$ cat src/rtl/powerup_spawner.sv
// Single-powerup lifecycle: random spawn delay, fall, miss/collect, timed effect.
// Advances once per frame_clk edge while enable is high.
module powerup_spawner #(
  parameter int X_MIN         = 64,
  parameter int SPAWN_MIN     = 60,
  parameter int FALL_STEP     = 2,
  parameter int Y_LIMIT       = 480,
  parameter int PU_SIZE       = 16,
  parameter int PLAYER_W      = 32,
  parameter int PLAYER_H      = 16,
  parameter int EFFECT_FRAMES = 600
) (
  input  logic       frame_clk,
  input  logic       Reset,
  input  logic       enable,
  input  logic [8:0] LFSR_powerup_pos,
  input  logic [8:0] LFSR_powerup_timer,
  input  logic [1:0] LFSR_powerup_type,
  input  logic [9:0] player_x,
  input  logic [9:0] player_y,
  output logic       powerup_visible,
  output logic [9:0] powerup_x,
  output logic [9:0] powerup_y,
  output logic [1:0] powerup_type,
  output logic       effect_active,
  output logic [1:0] effect_type,
  output logic [9:0] effect_remaining
);

  typedef enum logic [1:0] {IDLE, WAIT, FALL, EFFECT} state_t;

  state_t     state, state_nx;
  logic [9:0] cnt, cnt_nx;
  logic       vis_nx, eff_act_nx;
  logic [9:0] px_nx, py_nx, eff_rem_nx;
  logic [1:0] ptype_nx, eff_type_nx;

  // Collision and miss math is done 11 bits wide so player_x+PLAYER_W cannot wrap.
  logic [10:0] pu_x, pu_y, pl_x, pl_y, y_step;
  logic        hit_x, hit_y, hit, miss;

  assign pu_x   = {1'b0, powerup_x};
  assign pu_y   = {1'b0, powerup_y};
  assign pl_x   = {1'b0, player_x};
  assign pl_y   = {1'b0, player_y};
  assign y_step = pu_y + 11'(FALL_STEP);

  assign hit_x = (pu_x < pl_x + 11'(PLAYER_W)) && (pu_x + 11'(PU_SIZE) > pl_x);
  assign hit_y = (pu_y < pl_y + 11'(PLAYER_H)) && (pu_y + 11'(PU_SIZE) > pl_y);
  assign hit   = hit_x && hit_y;
  assign miss  = y_step >= 11'(Y_LIMIT);

  always_comb begin
    state_nx    = state;
    cnt_nx      = cnt;
    vis_nx      = powerup_visible;
    px_nx       = powerup_x;
    py_nx       = powerup_y;
    ptype_nx    = powerup_type;
    eff_act_nx  = effect_active;
    eff_type_nx = effect_type;
    eff_rem_nx  = effect_remaining;
    case (state)
      IDLE: begin
        cnt_nx   = 10'(SPAWN_MIN) + {1'b0, LFSR_powerup_timer};
        state_nx = WAIT;
      end
      WAIT: begin
        if (cnt != 10'd0) begin
          cnt_nx = cnt - 10'd1;
        end else begin
          px_nx    = 10'(X_MIN) + {1'b0, LFSR_powerup_pos};
          py_nx    = 10'd0;
          ptype_nx = LFSR_powerup_type;
          vis_nx   = 1'b1;
          state_nx = FALL;
        end
      end
      FALL: begin
        // A hit on the bottom frame still counts as a collection.
        if (hit) begin
          vis_nx      = 1'b0;
          eff_act_nx  = 1'b1;
          eff_type_nx = powerup_type;
          eff_rem_nx  = 10'(EFFECT_FRAMES);
          state_nx    = EFFECT;
        end else if (miss) begin
          vis_nx   = 1'b0;
          state_nx = IDLE;
        end else begin
          py_nx = y_step[9:0];
        end
      end
      EFFECT: begin
        if (effect_remaining > 10'd1) begin
          eff_rem_nx = effect_remaining - 10'd1;
        end else begin
          eff_rem_nx  = 10'd0;
          eff_act_nx  = 1'b0;
          eff_type_nx = 2'd0;
          state_nx    = IDLE;
        end
      end
      default: state_nx = IDLE;
    endcase
  end

  always_ff @(posedge frame_clk or posedge Reset) begin
    if (Reset) begin
      state            <= IDLE;
      cnt              <= 10'd0;
      powerup_visible  <= 1'b0;
      powerup_x        <= 10'd0;
      powerup_y        <= 10'd0;
      powerup_type     <= 2'd0;
      effect_active    <= 1'b0;
      effect_type      <= 2'd0;
      effect_remaining <= 10'd0;
    end else if (enable) begin
      state            <= state_nx;
      cnt              <= cnt_nx;
      powerup_visible  <= vis_nx;
      powerup_x        <= px_nx;
      powerup_y        <= py_nx;
      powerup_type     <= ptype_nx;
      effect_active    <= eff_act_nx;
      effect_type      <= eff_type_nx;
      effect_remaining <= eff_rem_nx;
    end
  end

endmodule
$ cat config.mk
export PLATFORM = sky130hd
export DESIGN_NAME = powerup_spawner
export DESIGN_NICKNAME = d
export VERILOG_FILES = /design/src/rtl/powerup_spawner.sv
export SDC_FILE = /design/constraint.sdc
export NUM_CORES = 1
export LEC_CHECK = 0
export ABC_AREA = 1
export CELL_PAD_IN_SITES_DETAIL_PLACEMENT = 1
export CELL_PAD_IN_SITES_GLOBAL_PLACEMENT = 2
export CORE_MARGIN = 8
export CORE_UTILIZATION = 31
export CTS_CLUSTER_DIAMETER = 120
export DETAILED_ROUTE_END_ITERATION = 7
export GPL_TIMING_DRIVEN = 1
export PLACE_DENSITY_LB_ADDON = 0.1
export SETUP_SLACK_MARGIN = 0.4
export SLEW_MARGIN = 10
export SYNTH_ARGS = -nofsm -noshare
export SYNTH_HDL_FRONTEND = slang
export SYNTH_SLANG_ARGS = --single-unit
export TNS_END_PERCENT = 5
$ cat constraint.sdc
create_clock -name frame_clk -period 4.4 [get_ports frame_clk]
set_input_delay 0.66 -clock frame_clk [delete_from_list [all_inputs] [get_ports frame_clk]]
set_output_delay 0.66 -clock frame_clk [all_outputs]
set_load 0.05 [all_outputs]
==> results of run 1 <==
-- cells in the mapped netlist (2+ instances only) --
| master | count | area share |
|---|---|---|
| dfrtp_1 | 47 | 0.29 |
| a31oi_1 | 2 | 0.0031 |
| clkbuf_1 | 3 | 0.0028 |
| nor3_1 | 5 | 0.0061 |
| buf_6 | 4 | 0.011 |
| nand2_4 | 4 | 0.011 |
| nor2_2 | 7 | 0.011 |
| o21ai_0 | 25 | 0.031 |
| xor2_1 | 15 | 0.032 |
| o21ai_2 | 9 | 0.019 |
| buf_2 | 3 | 0.0037 |
| nand3_1 | 38 | 0.047 |
| inv_1 | 93 | 0.085 |
| a21oi_2 | 4 | 0.0086 |
| a21oi_1 | 15 | 0.018 |
| nand2_2 | 3 | 0.0046 |
| nor2_1 | 62 | 0.057 |
| or2_2 | 3 | 0.0046 |
| nand4_1 | 9 | 0.014 |
| xnor2_1 | 8 | 0.017 |
| o22ai_1 | 2 | 0.0031 |
| o21ai_1 | 9 | 0.011 |
| ha_1 | 41 | 0.13 |
| nand2_1 | 169 | 0.16 |
-- registers in the layout (all words and copies together), names as in the netlist --
| signal | flops |
|---|---|
| cnt | 10 |
| effect_remaining | 10 |
| powerup_x | 10 |
| powerup_y | 9 |
| effect_type | 2 |
| powerup_type | 2 |
| state | 2 |
| effect_active | 1 |
| powerup_visible | 1 |
-- area by class of cell --
cell class,count,area [sq um]
multi-input combinational,442,2480
inverter,94,353
tap,176,220
fill,1720,7890
sequential,47,1180
clock buffer,7,133
clock inverter,1,5.00
timing repair buffer,78,778
-- logic make-up after synthesis --
family	after synthesis	synth area share
AO/OA/AOI/OAI	71	0.104
XOR/XNOR	23	0.0493
adder cells (fa/ha/maj)	41	0.126
buffers and inverters	105	0.106
flip-flops	47	0.288
other	1	0.000918
AND/OR/NAND/NOR	306	0.327
-- routing by layer --
layer / up-vias / global-route usage / part of all wire
met5: - / 0 / 0
met4: 0 / 0.0223 / 0.0054
met3: 5 / 0.0394 / 0.054
met2: 51 / 0.246 / 0.48
met1: 1867 / 0.173 / 0.46
li1: 2021 / - / -
-- power by group through the flow --
stage | registers, uW | clock network, uW | logic (uW)
after CTS | 688 | 392 | 1290
after global routing | 708 | 409 | 1430
after detailed placement | 694 | 0 | 1280
after floorplan | 900 | 0 | 682
after global placement | 691 | 0 | 1250
final | 682 | 373 | 1260
-- stage by stage --
| stage | instance area, sq um | instances | power [uW] | hold WS [ns] |
|---|---|---|---|---|
| final | 5140 | 845 | 2320 | 0.483 |
| after global routing | 5140 | 845 | 2550 | 0.519 |
| after global placement | 5000 | 837 | 1940 | 0.456 |
| after floorplan | 4080 | 594 | 1580 | 0.453 |
| after detailed placement | 5000 | 837 | 1970 | 0.469 |
| after CTS | 5140 | 845 | 2370 | 0.489 |
-- worst register-to-register path: cells and delay by family (launching register included) --
kind | cells | cell delay (ns)
flops | 1 | 0.37
buf+inv | 3 | 0.65
simple gates | 10 | 1.61
fa+ha+maj | 1 | 0.21
-- how the worst max path moves through the flow --
stage                             from                   to  slack, ns  cells past startpoint
after CTS                  player_y[4]  effect_remaining[9]       1.32                     20
after floorplan           powerup_y[5]  effect_remaining[2]       1.65                     17
after global routing       player_y[4]  effect_remaining[3]       1.03                     20
after detailed placement   player_y[4]  effect_remaining[9]       1.03                     20
final                      player_y[4]  effect_remaining[9]       1.33                     20
after global placement     player_y[4]  effect_remaining[9]       1.15                     20
==> run summary, run 1 <==
==========================================================================================
Pin count of the biggest net entering global routing                                    48
Per-cell via count in the routed design                                               4.67
Detail Placement HPWL                                                              9290 um
Maximum operating frequency                                                        326 MHz
Number of buffers added by the clock tree synthesis step                                 5
Total buffers and inverters traversed by the critical path                               2
Quantity of I/O buffers inserted on ports                                               77
Synthesis Warnings                                                                       0
WP data arrival                                                                    3.24 ns
Number of distinct standard cells referenced by the synthesized netlist                 38
Later-pin clock latency in the skew report                                         0.29 ns
Reg2Reg Setup Slack                                                                1.49 ns
Clock network fraction of design power                                               0.161
Syn Std Cell Area                                                             0.00408 sq mm
Site row count                                                                          42
Max Cap Viol                                                                             0
Final period utilization                                                             0.697
Net total in the final layout                                                          752
Cell seen most often among critical-path stages                                    nand2_1
Reg2Reg Launch Point                                                                cnt[0]
Total vias in the final route                                                         3944
Root buffer selected by CTS                                                      clkbuf_16
Sink of the worst hold path                                                   effect_type[0]
Layout cells sized above 1                                                          0.0643
Switching power summed over all nets                                               1120 uW
Die Outline Area                                                              0.0171 sq mm
Gpl congestion                                                                       0.766
Worst min-delay path class                                                      reg -> reg
Max H-tree Level                                                                         2
Static leakage power                                                            0.00259 uW
# IOs                                                                                   79
Total power density per cell area                                              451 mW/mm^2
Status                                                                        finished, final reports clean
Post-cts resize count                                                                    0
Max incr delay on CP                                                               0.54 ns
Residual DRC count                                                                       0
Post-synthesis net count                                                               678
Antenna violation net count after detailed routing                                       0
Worst Skew                                                                      0.00393 ns
Endpoints failing setup                                                                  0
Data required, critical path                                                       4.57 ns
Number of setup buffers added after CTS                                                  0
Commonest non-fill, non-tap cells in the layout                               169 x nand2_1, 92 x inv_1, 77 x clkdlybuf4s50_1
Share of synthesized registers carrying an async set or reset                         1.00
Launch point of the worst hold path                                           effect_type[0]
Std-Cell Core Area                                                            0.0130 sq mm
Internal Power                                                                     1200 uW
Clk sinks                                                                               47
Worst vdd ir                                                                    0.000203 V
Portion of total power attributed to sequential cells                                0.294
Number of enable-type register cells in the synthesized netlist                          0
Die span in x                                                                       131 um
Most used flip-flop cell after synthesis                                           dfrtp_1
Starting density of the core                                                         0.313
Transition at the pin with the smallest max-transition slack                      0.781 ns
Synthesized instance count                                                             594
Bufs on Longest Clock Path                                                               2
Diodes inserted                                                                          0
Total Negative Setup Slacks                                                           0 ns
Headroom to the max-slew limit                                                       0.478
Place WS                                                                           1.03 ns
Highest fanout seen on the critical path                                                21
First-pass GRT wire length                                                        19700 um
Number of cells on the worst reg-to-reg path                                            14
Final worst slack                                                                  1.33 ns
DRT Wirelength                                                                    11400 um
Most common cell after layout, fill and taps aside                                 nand2_1
Shortest period the worst path allows                                              3.07 ns
Iteration count of the initial detailed-routing pass                                     4
Synth-to-layout area growth                                                          25.9%
Hold buffer count at cts                                                                 0
Number of DRC violations after detailed-routing iteration 0                            119
Number of register bits inferred by synthesis                                           47
Fin util                                                                             0.394
Fin. max-slew vios                                                                       0
Sequential share of the synthesized area                                             0.288
Number of hold-slack violations in the final timing report                               0
Height of the chip                                                                  131 um
Combinational share of power                                                         0.545
Kind of end point of the critical path                                                flop
Via count of the first global-routing pass                                            4177
Class of the most critical setup path                                            in -> reg
Switching share of total power                                                       0.481
Overflow left after global routing                                                       0
Setup repair after global routing missed its margin                                     no
Clock edge transition at the registers on the reported setup and hold paths        0.06 ns
Number of cells traversed by the worst hold path                                         2
Startpoint kind of the worst setup timing path                                   input pin
Top cell family by delay on the critical path                                 simple AND/OR/NAND/NOR gates
Capture instance of the worst register-to-register path                       powerup_y[3]
Series of cell instances along the critical path                              clkdlybuf4s50_1 -> ha_1 -> nand2_1 -> o21ai_0 -> nand2_1 -> ha_1 -> nand2_1 -> nand2_1 -> nand2_1 -> nand2_1 -> nand2_1 -> inv_1 -> nor2_1 -> nand2_1 -> nor2_4 -> nand2_4 -> nand2_4 -> nand2_4 -> nor2_1 -> a21oi_2
Total track usage                                                                    0.141
Antenna violations before repair                                                         0
TritonCTS clock tree                                                                 built
Crit-path slowest cell                                                        clkdlybuf4s50_1
Syn_area_per_cell                                                               6.88 sq um
Avg WL per Cell                                                                    13.4 um
==========================================================================================
(Power assumes the default switching activity.)
==> run 2: changes to the inputs <==
- CORE_UTILIZATION: 31 -> 29
- clock period: 4.4 -> 3 ns (I/O delays scaled with it)
==> run 2 against run 1 <==
Net effect:
- sequential share of layout area fell by 1.7 points
- highest routed layer unchanged
- via count rose by 2.8%
- sequential power rose by 47%
- worst hold slack got worse by 0.00073 ns
- combinational power rose by 61%
==> run summary, run 2 (same netlist as run 1, synthesis figures left out) <==
==========================================================================================
Data required, critical path                                                       3.18 ns   -1.39 ns
Number of cells traversed by the worst hold path                                         2   unchanged
Synth-to-layout area growth                                                          36.8%
Diodes inserted                                                                          0   unchanged
Transition at the pin with the smallest max-transition slack                      0.647 ns   -0.133 ns
Residual DRC count                                                                       0   unchanged
Headroom to the max-slew limit                                                       0.568   +0.0902
Antenna violations before repair                                                         0   unchanged
Internal Power                                                                     1900 uW   +58%
WP data arrival                                                                    2.74 ns   -0.50 ns
Number of buffers added by the clock tree synthesis step                                 5   unchanged
Worst min-delay path class                                                      reg -> reg
Portion of total power attributed to sequential cells                                0.276   -0.018
Avg WL per Cell                                                                    14.3 um   +6.6%
Launch point of the worst hold path                                           effect_type[0]
Max Cap Viol                                                                             0   unchanged
Pin count of the biggest net entering global routing                                    29   -40%
Top cell family by delay on the critical path                                 simple AND/OR/NAND/NOR gates
Later-pin clock latency in the skew report                                         0.29 ns   about the same
Die span in x                                                                       135 um   +3.0%
Net total in the final layout                                                          778   +3.5%
Worst Skew                                                                      0.00479 ns   +0.000860 ns
Clock network fraction of design power                                               0.165   +0.004
Commonest non-fill, non-tap cells in the layout                               161 x nand2_1, 91 x inv_1, 72 x clkdlybuf4s50_1
Height of the chip                                                                  135 um   +3.0%
Detail Placement HPWL                                                              9810 um   +5.6%
Fin. max-slew vios                                                                       0   unchanged
Reg2Reg Launch Point                                                          powerup_y[5]
Capture instance of the worst register-to-register path                       powerup_y[8]
Via count of the first global-routing pass                                            4366   +4.5%
Per-cell via count in the routed design                                               4.63   -0.76%
Reg2Reg Setup Slack                                                                0.44 ns   -1.05 ns
Antenna violation net count after detailed routing                                       0   unchanged
Total track usage                                                                    0.142   about the same
Static leakage power                                                            0.00277 uW   +7.0%
Setup repair after global routing missed its margin                                    yes
Maximum operating frequency                                                        391 MHz
Quantity of I/O buffers inserted on ports                                               77   unchanged
Series of cell instances along the critical path                              ha_4 -> nand2_4 -> nor2_4 -> xor2_1 -> ha_1 -> a21oi_1 -> nor2_1 -> nor2_2 -> nand2_4 -> nor2_4 -> nor2_4 -> nand2_4 -> nand4_4 -> buf_6 -> nand3_1 -> nand2_1
Number of DRC violations after detailed-routing iteration 0                            120   +0.84%
Std-Cell Core Area                                                            0.0138 sq mm   +6.1%
First element of the critical path                                            powerup_y[5]
Top Registers                                                                 cnt x10, effect_remaining x10, powerup_x x10
Number of cells on the worst reg-to-reg path                                            16   +2
First-pass GRT wire length                                                        21200 um   +7.2%
Max incr delay on CP                                                               0.43 ns   -0.11 ns
Starting density of the core                                                         0.295   -0.0180
Sink of the worst hold path                                                   effect_type[0]
Bufs on Longest Clock Path                                                               2   unchanged
Hold buffer count at cts                                                                 0   unchanged
Endpoints failing setup                                                                  0   unchanged
Max H-tree Level                                                                         2   unchanged
Iteration count of the initial detailed-routing pass                                     4   unchanged
Shortest period the worst path allows                                              2.56 ns
Status                                                                        finished, final reports clean
Site row count                                                                          43   +2.4%
Highest fanout seen on the critical path                                                 4   -81%
Startpoint kind of the worst setup timing path                                        flop
Number of hold-slack violations in the final timing report                               0   unchanged
Clk sinks                                                                               47   unchanged
Fill cell total of the finished layout                                                1734   +0.81%
TritonCTS clock tree                                                                 built
Root buffer selected by CTS                                                      clkbuf_16
Die Outline Area                                                              0.0181 sq mm   +6.0%
Overflow left after global routing                                                       0   unchanged
Kind of end point of the critical path                                                flop
Total Negative Setup Slacks                                                           0 ns   unchanged
Most common cell after layout, fill and taps aside                                 nand2_1
DRT Wirelength                                                                    12500 um   +10%
Worst-case hold slack                                                             0.482 ns   -0.000733 ns
Clock edge transition at the registers on the reported setup and hold paths        0.06 ns   about the same
Layout cells sized above 1                                                           0.155   +0.0911
Switching power summed over all nets                                               1730 uW   +55%
Worst vdd ir                                                                    0.000307 V   +51%
# IOs                                                                                   79   unchanged
Total buffers and inverters traversed by the critical path                               1   -1
Switching share of total power                                                       0.477   -0.00381
Combinational share of power                                                         0.560   +0.015
Class of the most critical setup path                                           reg -> reg
Crit-path slowest cell                                                             dfrtp_2
Total power density per cell area                                              649 mW/mm^2   +44%
Final period utilization                                                             0.852
Total vias in the final route                                                         4053   +2.8%
Gpl congestion                                                                       0.764   -0.34%
==========================================================================================
## run 2: tightest hold or removal path, delay by kind of cell (launching register included)
family | cells | cell delay [ns]
DFF | 1 | 0.34
and+or+nand+nor | 2 | 0.11
## run 2: layer usage
| metal | vias to the layer above | wire length [um] | global-route usage |
|---|---|---|---|
| li1 | 2080 | - | - |
| met1 | 1918 | 5970 | 0.180 |
| met2 | 48 | 5860 | 0.235 |
| met3 | 7 | 621 | 0.0386 |
| met4 | 0 | 81 | 0.0268 |
| met5 | - | 0 | 0 |
## run 2: repair_timing
item,in CTS,in global routing
pin swaps,10,26
gates resized for setup,26,32
cloned,2,1
endpoints found under the setup margin,25,29
setup buffers,6,6
## run 2: per-stage QoR
step	setup slack (ns)	std cells	total power, uW	area, sq um	util
2_1_floorplan	0.406	594	2320	4090	-
3_3_place_gp	0.00395	852	2870	5100	0.369
3_5_place_dp	-0.0566	852	2930	5100	0.369
4_1_cts	0.398	868	3630	5400	0.391
5_1_grt	0.269	875	3950	5590	0.404
6_report	0.444	875	3630	5590	0.404
## run 2: worst max-delay path by stage
stage                     cells past startpoint                  end
after global placement                       20  effect_remaining[9]
after CTS                                    16         powerup_y[4]
after floorplan                              16  effect_remaining[1]
after global routing                         16         powerup_y[3]
after detailed placement                     20  effect_remaining[9]
final                                        16         powerup_y[8]
## run 2: layout make-up
| type | count | area, sq um | area share |
|---|---|---|---|
| Tap cell | 180 | 225 | 0.0403 |
| Sequential cell | 47 | 1180 | 0.212 |
| Multi-Input combinational cell | 444 | 2670 | 0.478 |
| Timing Repair Buffer | 101 | 985 | 0.176 |
| Inverter | 94 | 357 | 0.0638 |
| Clock buffer | 8 | 156 | 0.0280 |
| Timing Repair inverter | 1 | 7.51 | 0.00134 |
## run 2: power by group through the flow
stage | logic (uW) | clock network [uW] | registers, uW
2_1_floorplan | 1000 | 0 | 1320
3_3_place_gp | 1860 | 0 | 1010
3_5_place_dp | 1910 | 0 | 1020
4_1_cts | 2010 | 617 | 1000
5_1_grt | 2270 | 643 | 1030
6_report | 2030 | 597 | 1000
